--- src/rtl/osc_meas_pkg.sv ---
// Shared types and default timing for the oscillator pair measurement sequencer.
package osc_meas_pkg;

   typedef enum logic [2:0] {
      ST_IDLE,
      ST_CLEAR,
      ST_RUN,
      ST_SETTLE,
      ST_COMPARE,
      ST_DONE
   } meas_state_t;

   localparam int DEF_CLEAR_CYCLES  = 4;
   localparam int DEF_WINDOW_CYCLES = 1024;
   localparam int DEF_SETTLE_CYCLES = 4;

   function automatic int max3(input int a, input int b, input int c);
      int m;
      m = (a > b) ? a : b;
      return (m > c) ? m : c;
   endfunction

endpackage

--- src/rtl/osc_count_sel.sv ---
// NUM_OSC:1 selector picking one counter value out of the packed count bus.
module osc_count_sel #(
   parameter  int NUM_OSC        = 8,
   parameter  int COUNTER_LENGTH = 128,
   localparam int SEL_W          = $clog2(NUM_OSC)
) (
   input  logic [NUM_OSC*COUNTER_LENGTH-1:0] OSC_COUNT,
   input  logic [SEL_W-1:0]                  SEL,
   output logic [COUNTER_LENGTH-1:0]         COUNT
);

   always_comb begin
      COUNT = '0;
      for (int unsigned i = 0; i < NUM_OSC; i++) begin
         if (SEL == SEL_W'(i)) COUNT = OSC_COUNT[i*COUNTER_LENGTH +: COUNTER_LENGTH];
      end
   end

endmodule

--- src/rtl/osc_pair_meas_ctrl.sv ---
// Sequencer that clears, gates and compares two ring-oscillator counters,
// returning which one ran faster and by how much.
module osc_pair_meas_ctrl
   import osc_meas_pkg::*;
#(
   parameter  int NUM_OSC        = 8,
   parameter  int COUNTER_LENGTH = 128,
   parameter  int CLEAR_CYCLES   = DEF_CLEAR_CYCLES,
   parameter  int WINDOW_CYCLES  = DEF_WINDOW_CYCLES,
   parameter  int SETTLE_CYCLES  = DEF_SETTLE_CYCLES,
   localparam int SEL_W          = $clog2(NUM_OSC)
) (
   input  logic                              CLK,
   input  logic                              RESETN,
   input  logic                              REQ_VALID,
   output logic                              REQ_READY,
   input  logic [SEL_W-1:0]                  REQ_SEL_A,
   input  logic [SEL_W-1:0]                  REQ_SEL_B,
   output logic [NUM_OSC-1:0]                OSC_RESET,
   output logic [NUM_OSC-1:0]                OSC_EN,
   input  logic [NUM_OSC*COUNTER_LENGTH-1:0] OSC_COUNT,
   output logic                              RSP_VALID,
   input  logic                              RSP_READY,
   output logic                              RSP_BIT,
   output logic                              RSP_TIE,
   output logic                              RSP_ERR,
   output logic [COUNTER_LENGTH-1:0]         RSP_DIFF
);

   localparam int PH_MAX = max3(CLEAR_CYCLES, WINDOW_CYCLES, SETTLE_CYCLES);
   localparam int PH_W   = $clog2(PH_MAX + 1);

   localparam logic [PH_W-1:0] CLEAR_LAST  = PH_W'(CLEAR_CYCLES - 1);
   localparam logic [PH_W-1:0] WINDOW_LAST = PH_W'(WINDOW_CYCLES - 1);
   localparam logic [PH_W-1:0] SETTLE_LAST = PH_W'(SETTLE_CYCLES - 1);

   meas_state_t                state;
   logic [PH_W-1:0]            phase;
   logic [SEL_W-1:0]           sel_a_q;
   logic [SEL_W-1:0]           sel_b_q;
   logic [NUM_OSC-1:0]         pair_mask;
   logic                       bad_sel;
   logic [COUNTER_LENGTH-1:0]  count_a;
   logic [COUNTER_LENGTH-1:0]  count_b;
   logic                       a_gt_b;
   logic [COUNTER_LENGTH-1:0]  abs_diff;

   osc_count_sel #(
      .NUM_OSC        (NUM_OSC),
      .COUNTER_LENGTH (COUNTER_LENGTH)
   ) u_sel_a (
      .OSC_COUNT (OSC_COUNT),
      .SEL       (sel_a_q),
      .COUNT     (count_a)
   );

   osc_count_sel #(
      .NUM_OSC        (NUM_OSC),
      .COUNTER_LENGTH (COUNTER_LENGTH)
   ) u_sel_b (
      .OSC_COUNT (OSC_COUNT),
      .SEL       (sel_b_q),
      .COUNT     (count_b)
   );

   // Non-power-of-two banks leave select codes with no oscillator behind them.
   always_comb begin
      bad_sel = (REQ_SEL_A == REQ_SEL_B)
             || (32'(REQ_SEL_A) >= 32'(NUM_OSC))
             || (32'(REQ_SEL_B) >= 32'(NUM_OSC));
   end

   always_comb begin
      pair_mask = '0;
      for (int unsigned i = 0; i < NUM_OSC; i++) begin
         if (sel_a_q == SEL_W'(i) || sel_b_q == SEL_W'(i)) pair_mask[i] = 1'b1;
      end
   end

   always_comb begin
      a_gt_b   = count_a > count_b;
      abs_diff = a_gt_b ? (count_a - count_b) : (count_b - count_a);
   end

   always_ff @(posedge CLK or negedge RESETN) begin
      if (!RESETN) begin
         state     <= ST_IDLE;
         phase     <= '0;
         sel_a_q   <= '0;
         sel_b_q   <= '0;
         REQ_READY <= 1'b0;
         OSC_RESET <= '1;
         OSC_EN    <= '0;
         RSP_VALID <= 1'b0;
         RSP_BIT   <= 1'b0;
         RSP_TIE   <= 1'b0;
         RSP_ERR   <= 1'b0;
         RSP_DIFF  <= '0;
      end else begin
         case (state)
            ST_IDLE: begin
               REQ_READY <= 1'b1;
               phase     <= '0;
               if (REQ_VALID && REQ_READY) begin
                  REQ_READY <= 1'b0;
                  sel_a_q   <= REQ_SEL_A;
                  sel_b_q   <= REQ_SEL_B;
                  if (bad_sel) begin
                     state     <= ST_DONE;
                     RSP_VALID <= 1'b1;
                     RSP_ERR   <= 1'b1;
                     RSP_BIT   <= 1'b0;
                     RSP_TIE   <= 1'b0;
                     RSP_DIFF  <= '0;
                  end else begin
                     state <= ST_CLEAR;
                  end
               end
            end
            ST_CLEAR: begin
               if (phase == CLEAR_LAST) begin
                  state     <= ST_RUN;
                  phase     <= '0;
                  OSC_RESET <= ~pair_mask;
                  OSC_EN    <= pair_mask;
               end else begin
                  phase <= phase + 1'b1;
               end
            end
            ST_RUN: begin
               if (phase == WINDOW_LAST) begin
                  state  <= ST_SETTLE;
                  phase  <= '0;
                  OSC_EN <= '0;
               end else begin
                  phase <= phase + 1'b1;
               end
            end
            ST_SETTLE: begin
               if (phase == SETTLE_LAST) begin
                  state <= ST_COMPARE;
                  phase <= '0;
               end else begin
                  phase <= phase + 1'b1;
               end
            end
            ST_COMPARE: begin
               state     <= ST_DONE;
               RSP_VALID <= 1'b1;
               RSP_ERR   <= 1'b0;
               RSP_BIT   <= a_gt_b;
               RSP_TIE   <= (count_a == count_b);
               RSP_DIFF  <= abs_diff;
            end
            ST_DONE: begin
               if (RSP_READY) begin
                  state     <= ST_IDLE;
                  RSP_VALID <= 1'b0;
                  REQ_READY <= 1'b1;
                  OSC_RESET <= '1;
                  OSC_EN    <= '0;
               end
            end
            default: state <= ST_IDLE;
         endcase
      end
   end

endmodule

--- config.mk ---
export PLATFORM = sky130hd
export DESIGN_NAME = osc_pair_meas_ctrl
export DESIGN_NICKNAME = d
export VERILOG_FILES = /design/src/rtl/osc_meas_pkg.sv /design/src/rtl/osc_count_sel.sv /design/src/rtl/osc_pair_meas_ctrl.sv
export SDC_FILE = /design/constraint.sdc
export NUM_CORES = 2
export LEC_CHECK = 0
export CAP_MARGIN = 0
export CORE_AREA = 2 2 459 461
export DETAILED_ROUTE_END_ITERATION = 8
export DIE_AREA = 0 0 461 463
export PLACE_DENSITY = 0.44
export SLEW_MARGIN = 10
export SYNTH_ARGS = -nofsm -noshare
export SYNTH_HDL_FRONTEND = slang
export SYNTH_HIERARCHICAL = 1
export SYNTH_SLANG_ARGS = --single-unit
--- constraint.sdc ---
create_clock -name CLK -period 6.5 [get_ports CLK]
set_input_delay 1.95 -clock CLK [delete_from_list [all_inputs] [get_ports CLK]]
set_output_delay 1.95 -clock CLK [all_outputs]
set_load 0.005 [all_outputs]
-- Yosys cells after proc, flatten, opt, wreduce, memory -nomap -nowiden
Cells that the tools add are included.
- output and inout bits: 149
- register bits after elaboration: 169
- add/subtract/negate cells: 3
- bitwise operators: 1
- eq/ne operators: 29
- $lt $le $gt $ge: 1
- multiplexer cells: 57
- reduce and logical (&&, ||, !) cells: 26
- operators with widths (operator ; count):
    $mux 128 ; 19
    $pmux 128 s2 ; 1
    $sub 128x128->128 ; 2
    $eq 128x128->1 ; 1
    $gt 128x128->1 ; 1
    $mux 8 ; 5
    $pmux 11 s3 ; 1
    $eq 3x3->1 const B ; 10
    $pmux 8 s3 ; 1
    $mux 11 ; 2
    $eq 3x2->1 const B ; 6
    $mux 3 ; 6
    $pmux 3 s6 ; 1
    $pmux 8 s2 ; 1
    $mux 1 ; 15
    $ne 2x2->1 const B ; 6
    $add 11x1->11 const B ; 1
    $eq 11x10->1 const B ; 1
    $eq 11x2->1 const B ; 1
    $eq 3x1->1 const B ; 3
    $logic_not 3->1 ; 3
    $reduce_bool 3->1 ; 3
    $logic_or 1x1->1 ; 8
    $not 8->8 ; 1
    other kinds (10) ; 18

-- Depth between registers and ports, before layout
- depth after elaboration: 12
- gate-level depth with buffers: 27
- mapped depth without buffers: 20

-- By module
Netlist, hierarchy kept.
- modules (own cells, without submodules) (module ; times used ; cells each ; area an instance (um2)):
    osc_pair_meas_ctrl ; 1 ; 3415 ; 23647.7
    osc_count_sel ; 2 ; 1502 ; 9815.7

-- Least setup slack after synthesis
No wires, ideal clock.
- path kind: input port to flip-flop
- from: in OSC_COUNT[281]
- to: reg RSP_DIFF[121]
- data arrival time: 5.774 ns
- data required time: 6.374 ns
- path slack: 0.600 ns
- cell stages on the path: 17
- path buffers: 1
- cells stage by stage: a221oi_1 a21oi_1 o31a_1 ha_1 clkbuf_1 nand4_1 nor4_1 o211ai_1 a41oi_1 nor3b_1 o31ai_1 a21boi_1 o21a_1 o41ai_1 a221oi_1 xnor2_1 a221o_1
- cells in the longest elaborated chain, start to end: 9
- RTL lines (item ; RTL line ; text):
    from (decl) ; osc_pair_meas_ctrl.sv:21 ; input logic [NUM_OSC*COUNTER_LENGTH-1:0] OSC_COUNT,
    $mux 128 * (6 in a row) ; osc_count_sel.sv:15 ; if (SEL == SEL_W'(i)) COUNT = OSC_COUNT[i*COUNTER_LENGTH +: COUNTER_LENGTH];
    named net count_b[25] ; osc_pair_meas_ctrl.sv:44 ; logic [COUNTER_LENGTH-1:0] count_b;
    $sub 128x128->128 / $gt 128x128->1 (equally long branches) ; osc_pair_meas_ctrl.sv:82, osc_pair_meas_ctrl.sv:81 ;
    $mux 128 * ; osc_pair_meas_ctrl.sv:82 ; abs_diff = a_gt_b ? (count_a - count_b) : (count_b - count_a);
    $pmux 128 s2 * ; osc_pair_meas_ctrl.sv:100 ; case (state)
    to (signal assigned) ; osc_pair_meas_ctrl.sv:153 ; RSP_DIFF <= abs_diff;
    to (decl) ; osc_pair_meas_ctrl.sv:27 ; output logic [COUNTER_LENGTH-1:0] RSP_DIFF
The timed path passes the listed nets; every way through them passes the cells marked *.
A chain may end at the register's enable or synchronous reset.

-- Worst setup path in the final report
- from: in OSC_COUNT[536]
- to: reg RSP_DIFF[119]
- cells in the longest elaborated chain, start to end: 7
- RTL lines (item ; RTL line ; text):
    $mux 128 * (4 in a row) ; osc_count_sel.sv:15 ;
    named net count_a[24] ; osc_pair_meas_ctrl.sv:43 ; logic [COUNTER_LENGTH-1:0] count_a;
    $sub 128x128->128 / $gt 128x128->1 (equally long branches) ; osc_pair_meas_ctrl.sv:82, osc_pair_meas_ctrl.sv:81 ;
    $mux 128 * ; osc_pair_meas_ctrl.sv:82 ;
    $pmux 128 s2 * ; osc_pair_meas_ctrl.sv:100 ;
Marks and branches as above.

==> results.md <==
* Num ports at 1183
* Placed cell count at 11200
* Critical path type: primary input to flip-flop
* Seq/Total Area, Yosys at 9.79%
* Final hold vios at 0
* XOR/XNOR Fraction of Synth Area at 2.85%
* Setup violators final at 0
* CORE AREA at 209000 um^2
* Hold Path Class: flip-flop to flip-flop
* Syn_nets at 7711
* Compound-Gate Fraction of Synth Area at 39.9%
* Crit path DAT at 6.86 ns
* Die W at 461 um
* FF+latch count, synth at 169
* Worst Path Required at 6.92 ns
* Period utilization at between 90 and 100%
* Clock Path Buffers at 2
* Root Buffer: clkbuf_16
* Worst Tran Pin Value at 1.12 ns
* Layout area overhead at 59.2%
* Port buffer count at 1182
* First-pass iteration count of the detailed router at 6
* DR vias at 59400
* Critical Path Start Type: primary input
* Synth Area in Simple Gates at 18.3%
* Syn Inst Count at 6419
* Remaining DRCs at 0
* Hold Slack at 0.482 ns
* FP Rows at 168
* Routability congestion estimate at 0.994
* Async set-or-reset flop fraction in the synthesized netlist at 100%
* Worst-path fanout max at 6
* WL/cell at approximately 28 um
* DPL Wire Length at 263000 um
* Overflow after GRT at 0
* Largest area contributor in the netlist: mux2i_1
* Largest net degree at the start of global routing at 117
* Most common flop cell mapped by yosys: dfrtp_1
* Multiplexer share of the synthesized area at 12.6%
* Post-synth EDFFs at 0
* CTS Sinks at 169
* Antenna violations before repair at 92
* Syn_area_per_cell at 6.74 um^2
* Layout Nets at 9699
* Top post-synthesis cells by area: mux2i_1 12%, a21oi_1 9.8%, dfrtp_1 9.3%
* CTS tree: yes
* Fillers at between 20000 and 25000
* Share of cells above drive strength 1 at 20.1%
* Post-synth design cell area at 43300 um^2
* Final Critical Period at 6.45 ns
* Status: completed
* DR iter-0 viols at 5121
* Hold_buf cts at 0
* Worst-Skew Late Latency at 0.56 ns
* First-pass GRT wire length at 445000 um
* Fin cells at 11300
* YS warnings at 6
* Antenna Nets Post-Route at 0
* Cts bufs inserted at 17
* Largest family of logic cells by synthesized area: compound AO/OA/AOI/OAI gates
* Max Cap Violations at 0
* Worst Setup End Kind: flip-flop
* DIE AREA at 213000 um^2
* Starting density of the core at slightly above 20%
* Post-Synth Adder-Cell Area at 7.49%
* Highest Clock Rate at 0.155 GHz
* Fin. max-slew vios at 0
* Cell variety after synth at 90
* Total track usage at 28.6%
* Detailed-route vias per instance at 5.26
* Clock slew at reported path FFs at 0.09 ns
* H-Tree Depth at 4
* Die Ht at 463 um
* Rel. slew slack at 24.6%
* Vias in the first global route at 58900
* Area share of the largest cell type after synthesis at between 10% and 20%
* Sum Neg Setup Slack at 0 ns
* Final wirelength at 321000 um
* Worst Skew at 0.0187 ns
-- worst max-delay path, stage by stage --
cell             delay, ns
clkdlybuf4s50_1       0.53
mux2i_1               0.11
o21ai_1               0.23
o211ai_1              0.19
o21ai_2               0.16
buf_6                 0.18
inv_1                 0.05
ha_1                  0.31
buf_4                 0.16
nand4_1               0.19
or4_4                 0.58
a211oi_4              0.33
buf_4                 0.19
o21ai_1               0.14
o2bb2ai_1             0.17
buf_4                 0.19
o221ai_1              0.20
buf_4                 0.18
a21o_4                0.15
nand2_1               0.07
a31oi_2               0.25
xnor2_2               0.22
o21ai_0               0.12
-- synth_stat cells (11+ instances only) --
cell type,count
o21ai_0,497
ha_1,256
a21oi_1,846
o221ai_1,16
and2_1,13
clkbuf_1,311
and3_1,12
xor2_1,54
inv_1,321
buf_1,39
a21boi_0,24
buf_4,40
o211ai_1,158
a31oi_1,26
nand2_1,919
nand3_1,47
nand4_1,84
o31a_1,195
a22oi_1,208
mux2i_1,537
a211oi_1,25
buf_2,130
a221oi_2,61
o21bai_1,95
dfrtp_1,161
a21o_1,71
buf_6,37
nor3_1,42
xnor2_1,87
o31ai_1,18
o21ai_1,92
o22ai_1,36
a221oi_1,156
nor2_1,358
or2_2,32
a22o_1,11
or3_1,12
nor4_1,17
nand2b_1,15
or2_0,174
o21a_1,38
nor2b_1,24
-- placed cells by master, fill, tap and decap left out, types with 38 or more instances in the layout --
cell type and instances:
nor2_1 353, a21o_1 69, a22oi_1 205, o21a_1 38, diode_2 52, a221oi_2 72
ha_1 231, inv_1 312, nand3_1 46, nand2_1 913, o31a_1 195, dfrtp_1 155
xnor2_1 81, mux2i_1 534, o21ai_0 457, or2_0 170, nand4_1 84, a21oi_1 825
clkdlybuf4s50_1 1113, xor2_1 54, o21bai_1 93, buf_4 1257, o211ai_1 158, a221oi_1 145
o21ai_1 113, buf_12 73
-- layer usage --
metal  routed length, um  part of all wire [%]  global-route usage (%)
met3               21500                   6.7                    5.71
met5                 362                  0.11                       0
met1              136000                    43                    36.0
met4               12100                   3.8                    10.7
met2              150000                    47                    47.8
-- cell type report --
type	count	area [um^2]	share of cell area (%)
clock inverter	13	135	0.196
antenna	52	130	0.189
multi-input combinational	5371	36200	52.5
tap	2805	3510	5.09
clock buffer	19	443	0.643
inverter	321	1200	1.75
timing repair buffer	2527	23000	33.5
sequential	169	4260	6.19
-- cells by family after synthesis --
| logic type | after synthesis |
|---|---|
| buf+inv | 879 |
| flops | 169 |
| mux | 544 |
| compound gates | 2642 |
| simple gates | 1786 |
| fa+ha+maj | 258 |
| xor+xnor | 141 |
-- final timing paths --
| kind | slack, ns | end | start | depth (start not counted) |
|---|---|---|---|---|
| min in group asynchronous | 1.44 | RSP_DIFF[43]$_DFFE_PN0P_ | RESETN | 1 |
| worst min-delay path | 0.48 | OSC_EN[7]$_DFFE_PN0P_ | OSC_EN[7]$_DFFE_PN0P_ | 2 |
| worst max-delay path | 0.05 | RSP_DIFF[119]$_DFFE_PN0P_ | OSC_COUNT[536] | 23 |
| worst min register to register | 0.48 | OSC_EN[7]$_DFFE_PN0P_ | OSC_EN[7]$_DFFE_PN0P_ | 2 |
| worst max register to register | 0.16 | RSP_DIFF[58]$_DFFE_PN0P_ | sel_a_q[1]$_DFFE_PN0P_ | 23 |
| max in group asynchronous | 3.83 | RSP_DIFF[121]$_DFFE_PN0P_ | RESETN | 2 |
-- flip-flops by register name (all words and copies together) (netlist names), 3 cells and up --
signal     cells
RSP_DIFF     128
OSC_EN         8
sel_b_q        3
state          3
OSC_RESET      8
sel_a_q        3
phase         11
-- what timing repair did --
item                       in CTS  in global routing
buffers inserted               24                 11
resized for setup             156                179
pin swaps                      56                 95
gates cloned                    3                  0
setup endpoints to repair     123                119
-- stage by stage --
step	util, %	instance area (um^2)	setup slack [ns]
floorplan	-	43300	0.600
global placement	32.0	66700	-1.41
detailed placement	32.0	66700	-1.38
CTS	32.6	68000	0.000121
global route	33.0	68800	-0.0328
finish	33.0	68900	0.0547
Power is left out: the tool's default activity adds up to more than one toggle a clock period on the data nets, which glitch-free logic cannot reach.
